File: src/rtl/gtp_sum_pkg.sv
// Shared widths, frame FSM state encoding, word tags and the saturating adder
// used by the gtp_nibble_sum frame-sum pipeline.
package gtp_sum_pkg;

  localparam int unsigned NIB_W      = 4;
  localparam int unsigned PAIR_SUM_W = 5;
  localparam int unsigned WORD_SUM_W = 6;
  localparam int unsigned SUM_EXT_W  = 16;

  typedef enum logic {
    IDLE  = 1'b0,
    ACCUM = 1'b1
  } frame_state_t;

  typedef struct packed {
    logic valid;
    logic first;
    logic last;
  } word_tag_t;

  typedef struct packed {
    logic                 ovf;
    logic [SUM_EXT_W-1:0] sum;
  } sat_sum_t;

  // Adds a word sum into an accumulator of 'width' bits, clamping at 2^width-1.
  function automatic sat_sum_t sat_add(input logic [SUM_EXT_W-1:0]  acc,
                                       input logic [WORD_SUM_W-1:0] addend,
                                       input int unsigned           width);
    logic [SUM_EXT_W:0] s;
    logic [SUM_EXT_W:0] lim;
    sat_sum_t           r;
    s   = {1'b0, acc} + (SUM_EXT_W+1)'(addend);
    lim = ((SUM_EXT_W+1)'(1) << width) - (SUM_EXT_W+1)'(1);
    if (s > lim) begin
      r.ovf = 1'b1;
      r.sum = lim[SUM_EXT_W-1:0];
    end else begin
      r.ovf = 1'b0;
      r.sum = s[SUM_EXT_W-1:0];
    end
    return r;
  endfunction

endpackage

File: src/rtl/adder_ROM.sv
// Nibble-pair adder lookup: address {a,b} returns a+b, asynchronous read.
module adder_ROM (
  input  logic [7:0] addr,
  output logic [4:0] data
);

  always_comb begin
    data = {1'b0, addr[7:4]} + {1'b0, addr[3:0]};
  end

endmodule

File: src/rtl/gtp_sum_frame_fsm.sv
// Stage-0 frame tracker: counts accepted words, tags first/last words and
// flags frames aborted by an early start-of-frame.
module gtp_sum_frame_fsm
  import gtp_sum_pkg::*;
#(
  parameter int unsigned FRAME_LEN = 8
) (
  input  logic      i_clk,
  input  logic      i_rst,
  input  logic      i_valid,
  input  logic      i_sof,
  output word_tag_t o_tag,
  output logic      o_frame_err
);

  localparam logic [7:0] CNT_LAST = 8'(FRAME_LEN - 1);

  frame_state_t r_state;
  logic [7:0]   r_count;
  logic         r_frame_err;
  word_tag_t    w_tag;

  // Tags are decoded combinationally so the word enters stage 1 in the same cycle.
  always_comb begin
    w_tag = '0;
    if (i_valid) begin
      if (i_sof) begin
        w_tag.valid = 1'b1;
        w_tag.first = 1'b1;
      end else if (r_state == ACCUM) begin
        w_tag.valid = 1'b1;
        w_tag.last  = (r_count == CNT_LAST);
      end
    end
  end

  always_ff @(posedge i_clk) begin
    if (i_rst) begin
      r_state     <= IDLE;
      r_count     <= '0;
      r_frame_err <= 1'b0;
    end else begin
      r_frame_err <= i_valid & i_sof & (r_state == ACCUM);
      if (i_valid) begin
        if (i_sof) begin
          r_state <= ACCUM;
          r_count <= 8'd1;
        end else if (r_state == ACCUM) begin
          if (r_count == CNT_LAST) begin
            r_state <= IDLE;
            r_count <= '0;
          end else begin
            r_count <= r_count + 8'd1;
          end
        end
      end
    end
  end

  assign o_tag       = w_tag;
  assign o_frame_err = r_frame_err;

endmodule

File: src/rtl/gtp_nibble_sum.sv
// Per-frame nibble sum of GTP receive words: 3-stage pipeline + saturating accumulator.
// Optional threshold output trig enabled by GTP_NIBBLE_SUM_THRESH_CMP_EN.
module gtp_nibble_sum
  import gtp_sum_pkg::*;
#(
  parameter int unsigned FRAME_LEN = 8,
  parameter int unsigned ACC_W     = 12,
  parameter int unsigned THRESH    = 100
) (
  input  logic             clk,
  input  logic             rst,
  input  logic [15:0]      in_data,
  input  logic             in_valid,
  input  logic             in_sof,
  output logic [ACC_W-1:0] frame_sum,
  output logic             out_valid,
  output logic             sat,
  output logic             frame_err
`ifdef GTP_NIBBLE_SUM_THRESH_CMP_EN
  ,
  output logic             trig
`endif
);

  word_tag_t               w_tag0;
  logic [PAIR_SUM_W-1:0]   w_s_hi;
  logic [PAIR_SUM_W-1:0]   w_s_lo;

  gtp_sum_frame_fsm #(.FRAME_LEN(FRAME_LEN)) u_fsm (
    .i_clk       (clk),
    .i_rst       (rst),
    .i_valid     (in_valid),
    .i_sof       (in_sof),
    .o_tag       (w_tag0),
    .o_frame_err (frame_err)
  );

  adder_ROM u_rom_hi (.addr(in_data[15:8]), .data(w_s_hi));
  adder_ROM u_rom_lo (.addr(in_data[7:0]),  .data(w_s_lo));

  logic [PAIR_SUM_W-1:0] r_s1_hi;
  logic [PAIR_SUM_W-1:0] r_s1_lo;
  word_tag_t             r_s1_tag;
  logic [WORD_SUM_W-1:0] r_s2_sum;
  word_tag_t             r_s2_tag;

  always_ff @(posedge clk) begin
    if (rst) begin
      r_s1_hi  <= '0;
      r_s1_lo  <= '0;
      r_s1_tag <= '0;
      r_s2_sum <= '0;
      r_s2_tag <= '0;
    end else begin
      r_s1_hi  <= w_s_hi;
      r_s1_lo  <= w_s_lo;
      r_s1_tag <= w_tag0;
      r_s2_sum <= {1'b0, r_s1_hi} + {1'b0, r_s1_lo};
      r_s2_tag <= r_s1_tag;
    end
  end

  logic [ACC_W-1:0] r_acc;
  logic             r_acc_sat;
  logic [ACC_W-1:0] r_frame_sum;
  logic             r_out_valid;
  logic             r_sat;
  sat_sum_t         w_add;
  logic [ACC_W-1:0] w_acc_next;
  logic             w_sat_next;
  logic             w_unused_sum;

  always_comb begin
    w_add = sat_add(16'(r_acc), r_s2_sum, ACC_W);
    if (r_s2_tag.first) begin
      w_acc_next = ACC_W'(r_s2_sum);
      w_sat_next = 1'b0;
    end else begin
      w_acc_next = w_add.sum[ACC_W-1:0];
      w_sat_next = r_acc_sat | w_add.ovf;
    end
  end

  // Bits above ACC_W are always zero after clamping.
  assign w_unused_sum = ^w_add.sum;

`ifdef GTP_NIBBLE_SUM_THRESH_CMP_EN
  logic r_trig;
  logic w_trig_next;
  assign w_trig_next = w_sat_next | (32'(w_acc_next) >= THRESH);
`else
  localparam int unsigned unused_thresh = THRESH;
`endif

  always_ff @(posedge clk) begin
    if (rst) begin
      r_acc       <= '0;
      r_acc_sat   <= 1'b0;
      r_frame_sum <= '0;
      r_out_valid <= 1'b0;
      r_sat       <= 1'b0;
`ifdef GTP_NIBBLE_SUM_THRESH_CMP_EN
      r_trig      <= 1'b0;
`endif
    end else begin
      r_out_valid <= 1'b0;
      if (r_s2_tag.valid) begin
        r_acc     <= w_acc_next;
        r_acc_sat <= w_sat_next;
        if (r_s2_tag.last) begin
          r_frame_sum <= w_acc_next;
          r_sat       <= w_sat_next;
          r_out_valid <= 1'b1;
`ifdef GTP_NIBBLE_SUM_THRESH_CMP_EN
          r_trig      <= w_trig_next;
`endif
        end
      end
    end
  end

  assign frame_sum = r_frame_sum;
  assign out_valid = r_out_valid;
  assign sat       = r_sat;
`ifdef GTP_NIBBLE_SUM_THRESH_CMP_EN
  assign trig      = r_trig;
`endif

endmodule

File: config.mk
export PLATFORM = sky130hd
export DESIGN_NAME = gtp_nibble_sum
export DESIGN_NICKNAME = d
export VERILOG_FILES = /design/src/rtl/gtp_sum_pkg.sv /design/src/rtl/adder_ROM.sv /design/src/rtl/gtp_sum_frame_fsm.sv /design/src/rtl/gtp_nibble_sum.sv
export SDC_FILE = /design/constraint.sdc
export NUM_CORES = 1
export LEC_CHECK = 0
export ABC_AREA = 0
export CAP_MARGIN = 30
export CELL_PAD_IN_SITES_DETAIL_PLACEMENT = 0
export CELL_PAD_IN_SITES_GLOBAL_PLACEMENT = 1
export CORE_MARGIN = 1.5
export CORE_UTILIZATION = 38
export DETAILED_ROUTE_END_ITERATION = 8
export PLACE_DENSITY = 0.8
export SETUP_SLACK_MARGIN = 0.4
export SLEW_MARGIN = 30
export SYNTH_ARGS = -nofsm -noshare
export SYNTH_HDL_FRONTEND = slang
export SYNTH_SLANG_ARGS = --single-unit
File: constraint.sdc
create_clock -name clk -period 2 [get_ports clk]
set_input_delay 0.2 -clock clk [delete_from_list [all_inputs] [get_ports clk]]
set_output_delay 0.2 -clock clk [all_outputs]
set_load 0.01 [all_outputs]
==> results of run 1 <==
## what timing repair did
item	4_1_cts	5_1_grt
pin swaps	12	16
setup endpoints to repair	30	34
buffers inserted	4	4
resized for setup	7	30
## final cells by class
cell class / instances / area (sq um) / area share [%]
Multi-Input combinational cell: 236 / 1830 / 46.4
Sequential cell: 59 / 1190 / 30.1
Timing Repair Buffer: 57 / 529 / 13.4
Clock buffer: 11 / 131 / 3.32
Tap cell: 102 / 128 / 3.23
Inverter: 23 / 86.3 / 2.18
Clock inverter: 5 / 53.8 / 1.36
## sequential cells by signal (all words and copies together) (netlist names)
| signal | cells |
|---|---|
| frame_sum | 12 |
| r_s2_sum | 6 |
| r_acc | 12 |
| r_s1_lo | 5 |
| r_s2_tag | 3 |
| r_acc_sat | 1 |
| u_fsm.o_frame_err | 1 |
| u_fsm.r_state | 1 |
| u_fsm.r_count | 8 |
| out_valid | 1 |
| sat | 1 |
| r_s1_tag | 3 |
| r_s1_hi | 5 |
## routing by layer
layer	vias to the layer above	part of all wire, %	global-route usage [%]
met5	-	0	0
met4	0	1.4	6.77
met3	12	5.0	4.52
met2	67	49	27.5
met1	1179	44	18.9
li1	1275	-	-
## report_power, final
part | switching, mW | leakage [nW] | total, mW | internal (mW)
clock | 0.447 | 0.0971 | 1.02 | 0.571
sequential | 0.0328 | 0.483 | 1.26 | 1.22
combinational | 0.170 | 0.934 | 0.346 | 0.176
## worst paths after layout
kind / end / slack (ns) / depth (start not counted)
setup / recovery: frame_sum[1] / 0.03 / 9
hold / removal: sat / 0.44 / 2
setup reg to reg: frame_sum[1] / 0.03 / 9
hold reg to reg: sat / 0.44 / 2
## tightest hold or removal path, cell delays in order (launching register included)
cell	delay (ns)
sky130_fd_sc_hd__dfxtp_1	0.31
sky130_fd_sc_hd__nand2_1	0.05
sky130_fd_sc_hd__nand2_1	0.04
## cells by family after synthesis
group	synth area share, %
fa+ha+maj	11.1
compound gates	20.5
mux	0.675
simple gates	19.6
flops	39.8
buf+inv	5.06
xor+xnor	3.25
## through the flow
step | std cells | hold slack, ns | utilization (%) | setup TNS [ns]
final | 493 | 0.438 | 51.7 | 0
after global routing | 493 | 0.450 | 51.7 | -0.175
after CTS | 489 | 0.441 | 49.2 | 0
after detailed placement | 469 | 0.424 | 46.1 | 0
after global placement | 469 | 0.421 | 46.1 | 0
after floorplan | 327 | 0.284 | - | 0
## synthesized netlist by cell type (2+ instances only)
cell | n | area (sq um)
sky130_fd_sc_hd__buf_4 | 2 | 15.0
sky130_fd_sc_hd__dfxtp_1 | 59 | 1180
sky130_fd_sc_hd__o21ai_0 | 17 | 85.1
sky130_fd_sc_hd__inv_1 | 22 | 82.6
sky130_fd_sc_hd__a21oi_1 | 22 | 110
sky130_fd_sc_hd__nor2_4 | 2 | 22.5
sky130_fd_sc_hd__a21o_1 | 6 | 45.0
sky130_fd_sc_hd__buf_6 | 3 | 33.8
sky130_fd_sc_hd__nand2b_1 | 3 | 18.8
sky130_fd_sc_hd__nor3_1 | 10 | 50.1
sky130_fd_sc_hd__and3_1 | 6 | 37.5
sky130_fd_sc_hd__fa_1 | 4 | 80.1
sky130_fd_sc_hd__xor2_1 | 9 | 78.8
sky130_fd_sc_hd__a22oi_1 | 2 | 15.0
sky130_fd_sc_hd__nor2_1 | 27 | 101
sky130_fd_sc_hd__o22ai_1 | 3 | 18.8
sky130_fd_sc_hd__a211oi_1 | 5 | 37.5
sky130_fd_sc_hd__nor2b_1 | 14 | 87.6
sky130_fd_sc_hd__o21ai_1 | 5 | 25.0
sky130_fd_sc_hd__o21a_1 | 3 | 22.5
sky130_fd_sc_hd__nand4_1 | 3 | 18.8
sky130_fd_sc_hd__ha_1 | 20 | 250
sky130_fd_sc_hd__o41ai_1 | 2 | 17.5
sky130_fd_sc_hd__nand4b_1 | 2 | 17.5
sky130_fd_sc_hd__a32oi_1 | 2 | 17.5
sky130_fd_sc_hd__clkbuf_1 | 4 | 15.0
sky130_fd_sc_hd__o211ai_1 | 3 | 22.5
sky130_fd_sc_hd__nand2_1 | 25 | 93.8
sky130_fd_sc_hd__xnor2_1 | 2 | 17.5
sky130_fd_sc_hd__and2_1 | 2 | 12.5
sky130_fd_sc_hd__a311oi_1 | 3 | 26.3
sky130_fd_sc_hd__mux2i_1 | 2 | 20.0
sky130_fd_sc_hd__nand3_1 | 9 | 45.0
==> results.md, run 1 <==
Run status:
- The run finished with clean final reports.

Floorplan:
- The starting density of the core is 38.8%.
- The count of boundary I/O pins is 35.
- The placeable core region is 7650 sq um.
- The count of standard-cell rows is 32.
- The die span in x is 91.4 um.
- The floorplan step defined a die boundary enclosing 8350 sq um.
- The die extent in y is 91.4 um.

Synthesis:
- The synthesized flop and latch total is 59.
- Counting flops with a built-in enable in the synthesized netlist gives 0.
- The count of cell types in the netlist is 57.
- The sequential share of the synthesized area is 39.8%.
- The synthesized instance count is 327.
- The net count after synthesis is 371.
- The Yosys step of the flow raised 0 warnings.
- The most used flip-flop cell after synthesis is sky130_fd_sc_hd__dfxtp_1.
- The total standard cell area after synthesis is 2970 sq um.
- Dividing the synthesized area by the synthesized cell count gives 9.07 sq um.
- The share of flip-flops with an asynchronous set or reset is 0%.

Clock tree:
- The number of clock buffers added by TritonCTS is 9.
- The tree built by TritonCTS fans out to 59 sinks.
- The latest clock arrival within the worst-skew pair is 0.33 ns.
- The number of hold buffers added after CTS was 0.
- The clock-pin slew of the registers on the worst-case setup and hold paths is 0.06 ns.
- The clock tree synthesis step divided the H-tree into 3 levels.
- The longest clock path from root to sink contains 2 buffers.
- TritonCTS built the clock tree.
- CTS placed an instance of sky130_fd_sc_hd__clkbuf_8 at the clock tree root.

Setup path:
- The count of buffering cells on the critical path with inverters included is 1.
- The kind of cell adding the most delay to the critical path is compound AO/OA/AOI/OAI gates.
- The type of the worst setup path is reg -> reg.
- The kind of capture point of the worst setup path is a flop.
- The critical path data arrival time is 2.23 ns.
- The launch point of the worst reg-to-reg path is r_acc[0].
- The largest individual stage delay along the critical path comes from the cell sky130_fd_sc_hd__dfxtp_2.
- The origin of the worst setup path is r_acc[0].
- The highest fanout seen on the critical path is 8.
- The stage delay of the slowest cell on the critical path is 0.35 ns.
- The startpoint kind of the worst setup timing path is a flop.
- The signal on the critical path passes through ha_4 -> inv_2 -> fa_2 -> nor2b_4 -> o31a_4 -> o311a_4 -> nor2_4 -> a221o_1 -> a21oi_2.
- At the worst endpoint, the required time is 2.26 ns.

Min path:
- The worst hold path begins at sat.
- The worst hold path class is reg -> reg.

Pwr:
- The maximum vdd drop is 404 uV.
- The sum of internal, switching and leakage power is 2.62 mW.
- The power density of the placed cells is 663 nW/um^2.
- The leakage power summed over all cells is 1.51 nW.

GRT:
- The first global-routing pass estimated 10,800 um of wire.
- The largest net degree at the start of global routing is 39.
- The total global routing overflow is 0.
- Global routing used 16.1% of the available tracks.
- The initial antenna violation count is 0.
- The via count of the first global-routing pass came to 2,500.

Run:
- The tool flagged a number of max-cap violations equal to 0.

Timing:
- The max-slew violation total from the final report was 0.
- Dividing the final minimum period by the clock period gives 98.5%.
- The final hold violation count was 0.
- The worst path setup slack after routing is 0.0293 ns.
- Setup repair after global routing could not meet its margin everywhere.
- Based on the critical path, the design can be clocked at up to 507 MHz.
- The post-route minimum period is 1.97 ns.
- The worst setup skew after layout is 0.00627 ns.
- The worst relative slew slack is 63.6%.
- At the pin with the least slew margin, the transition time is 0.544 ns.
- The number of endpoints failing setup at the final stage is 0.

Placement:
- After detailed placement, the total cell area comes to 3530 sq um.
- The number of buffers added on ports is 34.
- Once detailed placement completed, the half-perimeter wirelength came to 4610 um.
- The pre-CTS setup slack is 0.0110 ns.
- The final weighted congestion in routability-driven placement is 0.814.

Drt:
- Using the TritonRoute via totals, the vias-per-cell ratio works out to 5.14.
- The final routed wire length divided by cell count is 12.8 um.
- The routed wire length is 6330 um.
- The remaining number of nets flagged by the antenna check after routing is 0.
- The total number of vias is 2,533.
- The count of unresolved DRC violations after routing is 0.
- The first detailed-routing pass ran for 4 iterations.
- The detailed router finished its first iteration with 122 violations.

Cells and area:
- The post-route netlist has 21.7% of its cells at a drive strength greater than 1.
- Relative to the synthesized area, the layout overhead comes to 33.2%.
- Leaving out fill and tap cells, the most frequent cell in the layout is sky130_fd_sc_hd__dfxtp_1.
- The count of nets after finishing is 430.
- The final-layout fill cell count is 696.
- The post-route cell area is 3950 sq um.
- The diode insertion count for antenna repair is 0.
- In the layout the commonest cells are sky130_fd_sc_hd__dfxtp_1 (53), sky130_fd_sc_hd__clkdlybuf4s50_1 (34), sky130_fd_sc_hd__nor2_1 (26).
No activity file was read; power rests on OpenSTA's default activity.
==> run 2, diff against run 1 <==
Settings changed: CORE_MARGIN 1.5 to unset, RECOVER_POWER set to 100.
==> run 2 against run 1 <==
Effect of this change: the flow now finishes with violations (setup timing); design area fell by 2.1%; routed wire length increased by 3.0%; hold slack improved by 0.00069 ns; via count grew 0.99%; global-route usage is 0.75 points higher.
==> results.md, run 2 (synthesized netlist as in run 1, its figures left out) <==
Run status:
- Status: complete, but fails checks (was complete, no violations).
- The checks that failed: setup timing.

Timing:
- The number of endpoints failing setup at the final stage was 3 (was 0).
- The worst path setup slack after routing is -0.0184 ns (was 0.0293 ns).
- The max-slew violation total from the final report is 0 (unchanged).
- The final hold violation count was 0 (unchanged).
- The post-route minimum period is 2.02 ns (was 1.97 ns).
- The worst setup skew after layout is 0.00897 ns (was 0.00627 ns).
- The ratio of final minimum period to clock period came to 101% (was 98.5%).
- The actual slew at the worst max-slew pin is 0.525 ns (was 0.544 ns).
- The worst relative slew slack is 64.8% (was 63.6%).
- The highest attainable clock frequency is 495 MHz (was 507 MHz).
- The setup TNS came to -0.0344 ns (was 0 ns).
- RSZ-0062 raised after global routing: true (unchanged).

GRT:
- The initial antenna violation count is 0 (unchanged).
- The met3 layer usage reported by global route was 6.57% (was 4.52%).
- The via count of the first global-routing pass is 2,468 (was 2,500).
- The busiest metal layer after global routing is met2 (unchanged).
- The global routing met1 resource utilization is 19.6% (was 18.9%).
- The overall routing resource usage is 16.9% (was 16.1%).
- The met2 usage is 28.4% (was 27.5%).
- The largest net degree at the start of global routing came to 25 (was 39).
- The first-pass GRT wire length is 10,900 um (was 10,800 um).
- The total global routing overflow was 0 (unchanged).

Clock tree:
- The H-tree depth is 3 (unchanged).
- The total CTS buffers came to 9 (unchanged).
- The root cell of the clock tree is sky130_fd_sc_hd__clkbuf_8 (unchanged).
- The TritonCTS clock tree is built (unchanged).
- The clock-pin slew of the registers on the worst-case setup and hold paths came to 0.07 ns (was 0.06 ns).
- The latest clock arrival within the worst-skew pair is 0.35 ns (was 0.33 ns).
- The TritonCTS sink count is 59 (unchanged).
- The number of buffers on the longest clock path was 2 (unchanged).

Floorplan:
- The placeable core region is 7410 sq um (was 7650 sq um).
- The starting density of the core came to 40.0% (was 38.8%).
- The count of boundary I/O pins was 35 (unchanged).
- The floorplan die area is 8160 sq um (was 8350 sq um).
- The die span in x is 90.4 um (was 91.4 um).
- The die extent in y is 90.4 um (was 91.4 um).
- The count of standard-cell rows is 31 (was 32).

Cells and area:
- The layout overhead on the synthesized area is 30.4% (was 33.2%).
- The most frequent standard cell in the layout excluding fill and tap cells is sky130_fd_sc_hd__dfxtp_1 (unchanged).
- The total area of multi-input combinational cells is 1780 sq um (was 1830 sq um).
- The count of nets after finishing came to 431 (was 430).
- The final-layout fill cell count was 686 (was 696).
- The fraction of final layout cells sized beyond drive strength 1 came to 18.4% (was 21.7%).
- The final core utilization is 52.2% (was 51.7%).
- The footprint of the flip-flops and latches is 1180 sq um (was 1190 sq um).
- The diode insertion count for antenna repair was 0 (unchanged).
- Leading cell types in the layout, fill and taps excluded: sky130_fd_sc_hd__dfxtp_1 (56), sky130_fd_sc_hd__nor2_1 (26), sky130_fd_sc_hd__nand2_1 (25) (was sky130_fd_sc_hd__dfxtp_1 (53), sky130_fd_sc_hd__clkdlybuf4s50_1 (34), sky130_fd_sc_hd__nor2_1 (26)).
- The post-route cell area was 3870 sq um (was 3950 sq um).

Placement:
- The number of buffers added on ports is 34 (unchanged).
- The final weighted congestion in routability-driven placement is 0.835 (was 0.814).
- The post-place instance area is 3510 sq um (was 3530 sq um).
- The placed wire-length estimate came to 4560 um (was 4610 um).

Setup path:
- The type of the worst setup path is reg -> reg (unchanged).
- The highest fanout seen on the critical path was 4 (was 8).
- The origin of the worst setup path is r_acc[0] (unchanged).
- The kind of capture point of the worst setup path is a flop (unchanged).
- The critical path data arrival time is 2.25 ns (was 2.23 ns).
- The startpoint kind of the worst setup timing path is a flop (unchanged).
- The launch point of the worst reg-to-reg path is r_acc[0] (unchanged).
- The required time at the worst-slack endpoint came to 2.23 ns (was 2.26 ns).

Drt:
- The total number of vias is 2,558 (was 2,533).
- The DRC violation total after the first TritonRoute iteration is 99 (was 122).
- The count of unresolved DRC violations after routing is 0 (unchanged).
- The remaining number of nets flagged by the antenna check after routing is 0 (unchanged).
- The number of search-and-repair iterations in the first detailed-routing pass is 5 (was 4).
- The via density per instance is 5.22 (was 5.14).
- The final routed wire length divided by cell count is 13.3 um (was 12.8 um).
- The routed wire length is 6520 um (was 6330 um).

Pwr:
- The power density of the placed cells is 679 nW/um^2 (was 663 nW/um^2).
- The maximum vdd drop is 457 uV (was 404 uV).
- The leakage power summed over all cells is 1.56 nW (was 1.51 nW).
- The sum of internal, switching and leakage power is 2.63 mW (was 2.62 mW).

Min path:
- The worst hold path class is reg -> reg (unchanged).
- The beginning of the worst hold path is r_s1_tag[2] (was sat).

Run:
- The number of violations of the max-capacitance limit is 0 (unchanged).
-- run 2: layout make-up --
class | count | area share [%]
tap | 99 | 3.20
clock buffer | 10 | 3.30
clock inverter | 5 | 1.42
multi-input combinational | 236 | 46.0
timing repair buffer | 58 | 13.3
inverter | 23 | 2.23
sequential | 59 | 30.6
-- run 2: routing by layer --
metal / vias to the layer above / share of wire, %
met3: 9 / 4.1
met5: - / 0
li1: 1284 / -
met4: 0 / 1.2
met2: 57 / 50
met1: 1208 / 45
-- run 2: path summary, 6_finish.rpt --
kind              slack (ns)  depth (start not counted)            to
setup / recovery       -0.02                         10  frame_sum[6]
hold / removal          0.44                          1   r_s2_tag[2]
setup reg to reg       -0.02                         10  frame_sum[6]
hold reg to reg         0.44                          1   r_s2_tag[2]
-- run 2: per-stage QoR --
step	worst slack [ns]	std cells	hold WS (ns)
CTS	0.0196	486	0.436
global placement	0.0379	466	0.420
global route	-0.0827	490	0.458
floorplan	0.110	327	0.284
finish	-0.0184	490	0.439
detailed placement	-0.0257	466	0.425
-- run 2: power by group --
part | internal [mW] | switching, mW | total (mW)
Sequential | 1.22 | 0.0272 | 1.25
Clock | 0.563 | 0.468 | 1.03
Combinational | 0.171 | 0.175 | 0.345
Total | 1.96 | 0.670 | 2.63
-- run 2: repair_timing --
action	CTS	global route
setup buffers	5	4
hold buffers	0	0
pin swaps	18	14
resized for setup	12	17
setup endpoints to repair	30	33
-- run 2: worst max-delay path, cell delays in order (launching register included) --
cell and delay [ns]:
sky130_fd_sc_hd__dfxtp_2 0.34, sky130_fd_sc_hd__ha_4 0.16, sky130_fd_sc_hd__inv_2 0.05, sky130_fd_sc_hd__fa_2 0.22, sky130_fd_sc_hd__nor2b_4 0.05, sky130_fd_sc_hd__o31a_4 0.36
sky130_fd_sc_hd__buf_4 0.15, sky130_fd_sc_hd__o21ai_4 0.13, sky130_fd_sc_hd__and2_4 0.19, sky130_fd_sc_hd__mux2i_1 0.20, sky130_fd_sc_hd__o21ai_1 0.07
==> run 3, diff against run 2 <==
==> constraint.sdc (replaced) <==
create_clock -name clk -period 2 [get_ports clk]
set_input_delay 0.3 -clock clk [delete_from_list [all_inputs] [get_ports clk]]
set_output_delay 0.3 -clock clk [all_outputs]
set_load 0.01 [all_outputs]
==> run 3 against run 2 <==
Effect of this change: the flow still finishes with violations (setup timing); die area did not move; via count increased by 0.39%; worst setup slack better by 0.0095 ns; sequential share of layout area fell by 0.29 points; register-to-register slack about the same.
==> results.md, run 3 (synthesized netlist as in run 1, its figures left out) <==
Timing:
- The highest attainable clock frequency is 498 MHz (was 495 MHz).
- The ratio of final minimum period to clock period is 100% (was 101%).
- The actual slew at the worst max-slew pin is 0.565 ns (was 0.525 ns).
- The final hold violation count is 0 (unchanged).
- The worst setup skew after layout is 0.0115 ns (was 0.00897 ns).
- The final worst hold slack is 0.440 ns (was 0.439 ns).
- The number of endpoints failing setup at the final stage is 1 (was 3).
- The post-route minimum period came to 2.01 ns (was 2.02 ns).
- RSZ-0062 raised after global routing: true (unchanged).
- The max-slew violation total from the final report was 0 (unchanged).
- The worst path setup slack after routing was -0.00887 ns (was -0.0184 ns).
- The worst relative slew slack is 62.2% (was 64.8%).

Placement:
- The final weighted congestion in routability-driven placement is 0.794 (was 0.835).
- The placed wire-length estimate is 4680 um (was 4560 um).
- The post-place instance area was 3510 sq um (unchanged).
- The number of buffers added on ports came to 34 (unchanged).
- The count of placed standard cells including taps came to 466 (unchanged).

Cells and area:
- The total area of multi-input combinational cells was 1780 sq um (about the same).
- The fraction of final layout cells sized beyond drive strength 1 was 19.9% (was 18.4%).
- The most frequent standard cell in the layout excluding fill and tap cells is sky130_fd_sc_hd__dfxtp_1 (unchanged).
- Leading cell types in the layout, fill and taps excluded: sky130_fd_sc_hd__dfxtp_1 (55), sky130_fd_sc_hd__nor2_1 (27), sky130_fd_sc_hd__nand2_1 (25) (was sky130_fd_sc_hd__dfxtp_1 (56), sky130_fd_sc_hd__nor2_1 (26), sky130_fd_sc_hd__nand2_1 (25)).
- The footprint of the flip-flops and latches was 1190 sq um (was 1180 sq um).
- The final core utilization is 52.8% (was 52.2%).
- The diode insertion count for antenna repair is 0 (unchanged).
- The post-route cell area is 3910 sq um (was 3870 sq um).
- The final-layout fill cell count is 690 (was 686).
- The count of nets after finishing is 432 (was 431).
- The number of standard cells in the final layout excluding fillers came to 491 (was 490).
- The layout overhead on the synthesized area is 31.8% (was 30.4%).

Floorplan:
- The count of boundary I/O pins is 35 (unchanged).
- The count of standard-cell rows is 31 (unchanged).
- The die extent in y is 90.4 um (unchanged).
- The starting density of the core is 40.0% (unchanged).
- The floorplan die area is 8160 sq um (unchanged).
- The placeable core region is 7410 sq um (unchanged).
- The die span in x is 90.4 um (unchanged).

Pwr:
- The sum of internal, switching and leakage power came to 2.76 mW (was 2.63 mW).
- The maximum vdd drop was 439 uV (was 457 uV).
- The power density of the placed cells is 706 nW/um^2 (was 679 nW/um^2).
- The leakage power summed over all cells is 1.57 nW (was 1.56 nW).

Clock tree:
- The number of buffers on the longest clock path came to 2 (unchanged).
- The H-tree depth is 3 (unchanged).
- The TritonCTS sink count was 59 (unchanged).
- The clock-pin slew of the registers on the worst-case setup and hold paths was 0.06 ns (was 0.07 ns).
- The total CTS buffers was 9 (unchanged).
- The root cell of the clock tree is sky130_fd_sc_hd__clkbuf_8 (unchanged).
- The latest clock arrival within the worst-skew pair is 0.34 ns (was 0.35 ns).
- The TritonCTS clock tree was built (unchanged).

Setup path:
- The critical path data arrival time is 2.27 ns (was 2.25 ns).
- The startpoint kind of the worst setup timing path is a flop (unchanged).
- The reg2reg setup slack is -0.009 ns (was -0.02 ns).
- CP cell instances: ha_4 -> inv_2 -> fa_2 -> nor2b_4 -> buf_4 -> buf_6 -> o21a_1 -> nor3_1 -> o21ai_1 -> nand3_1 -> a21oi_1 (was ha_4 -> inv_2 -> fa_2 -> nor2b_4 -> o31a_4 -> buf_4 -> o21ai_4 -> and2_4 -> mux2i_1 -> o21ai_1).
- The type of the worst setup path is reg -> reg (unchanged).
- The required time at the worst-slack endpoint is 2.26 ns (was 2.23 ns).
- The stage delay of the slowest cell on the critical path came to 0.38 ns (was 0.36 ns).
- The cell with the biggest individual delay on the critical path was sky130_fd_sc_hd__fa_2 (was sky130_fd_sc_hd__o31a_4).
- The count of cells along the worst register-to-register path is 11 (was 10).
- The kind of capture point of the worst setup path is a flop (unchanged).
- The highest fanout seen on the critical path was 2 (was 4).

Drt:
- The total number of vias is 2,568 (was 2,558).
- The count of unresolved DRC violations after routing is 0 (unchanged).
- The number of search-and-repair iterations in the first detailed-routing pass is 4 (was 5).
- The via density per instance is 5.23 (was 5.22).
- The DRC violation total after the first TritonRoute iteration came to 120 (was 99).
- The routed wire length is 6630 um (was 6520 um).
- The remaining number of nets flagged by the antenna check after routing is 0 (unchanged).
- The final routed wire length divided by cell count was 13.5 um (was 13.3 um).

Run:
- The number of violations of the max-capacitance limit was 0 (unchanged).

Min path:
- The hold-critical path depth is 1 (unchanged).
- The worst hold path class was reg -> reg (unchanged).

GRT:
- The first-pass GRT wire length came to 11,100 um (was 10,900 um).
- The via count of the first global-routing pass is 2,494 (was 2,468).
- The total global routing overflow is 0 (unchanged).
- The largest net degree at the start of global routing was 23 (was 25).
- The overall routing resource usage is 17.0% (was 16.9%).
- The initial antenna violation count is 0 (unchanged).

Run status:
- Failing checks: setup timing (unchanged).
- Status: complete, but fails checks (unchanged).
-- run 3: cell count changes in the layout (fill, tap and decap cells not counted), sizes merged --
cell	delta
clkbuf	+4
dlygate4sd3	+1
bufinv	+1
clkinv	-2
clkdlybuf4s50	-1
clkinvlp	-2
-- run 3: worst paths after layout --
kind / startpoint / endpoint
worst max-delay path: r_s2_sum[0] / frame_sum[4]
worst min-delay path: r_s1_tag[0] / r_s2_tag[0]
worst max register to register: r_s2_sum[0] / frame_sum[4]
worst min register to register: r_s1_tag[0] / r_s2_tag[0]
-- run 3: report_power, final --
| part | switching, mW | internal, mW |
|---|---|---|
| combinational | 0.173 | 0.166 |
| clock | 0.438 | 0.731 |
| sequential | 0.0275 | 1.22 |
-- run 3: layer usage --
metal	global-route usage [%]	up-vias	wire (um)
met1	19.6	1238	3050
li1	-	1285	-
met5	0	-	0
met2	30.7	39	3300
met4	4.03	0	61
met3	5.05	6	220
-- run 3: timing repair --
item	CTS	global route
gates resized for setup	6	31
hold buffers	0	0
endpoints found under the setup margin	30	35
setup buffers	4	6
pin swaps	14	27
-- run 3: layout make-up --
cell class	count	area share (%)
tap	99	3.17
timing repair buffer	59	13.5
sequential	59	30.3
inverter	23	2.21
clock buffer	13	3.81
clock inverter	2	1.54
multi-input combinational	236	45.4
-- run 3: critical path: cells and delay by family (launching register included) --
kind                     cells  cell delay [ns]
buffers and inverters        3             0.25
adder cells (fa/ha/maj)      2             0.52
AO/OA/AOI/OAI                3             0.52
AND/OR/NAND/NOR              3             0.32
flip-flops                   1             0.35
-- run 3: stage by stage --
stage | setup TNS, ns | setup slack [ns]
5_1_grt | -0.731 | -0.0781
3_5_place_dp | 0 | 0.00112
2_1_floorplan | 0 | 0.110
4_1_cts | 0 | 0.00737
6_report | -0.00887 | -0.00887
3_3_place_gp | 0 | 0.0462
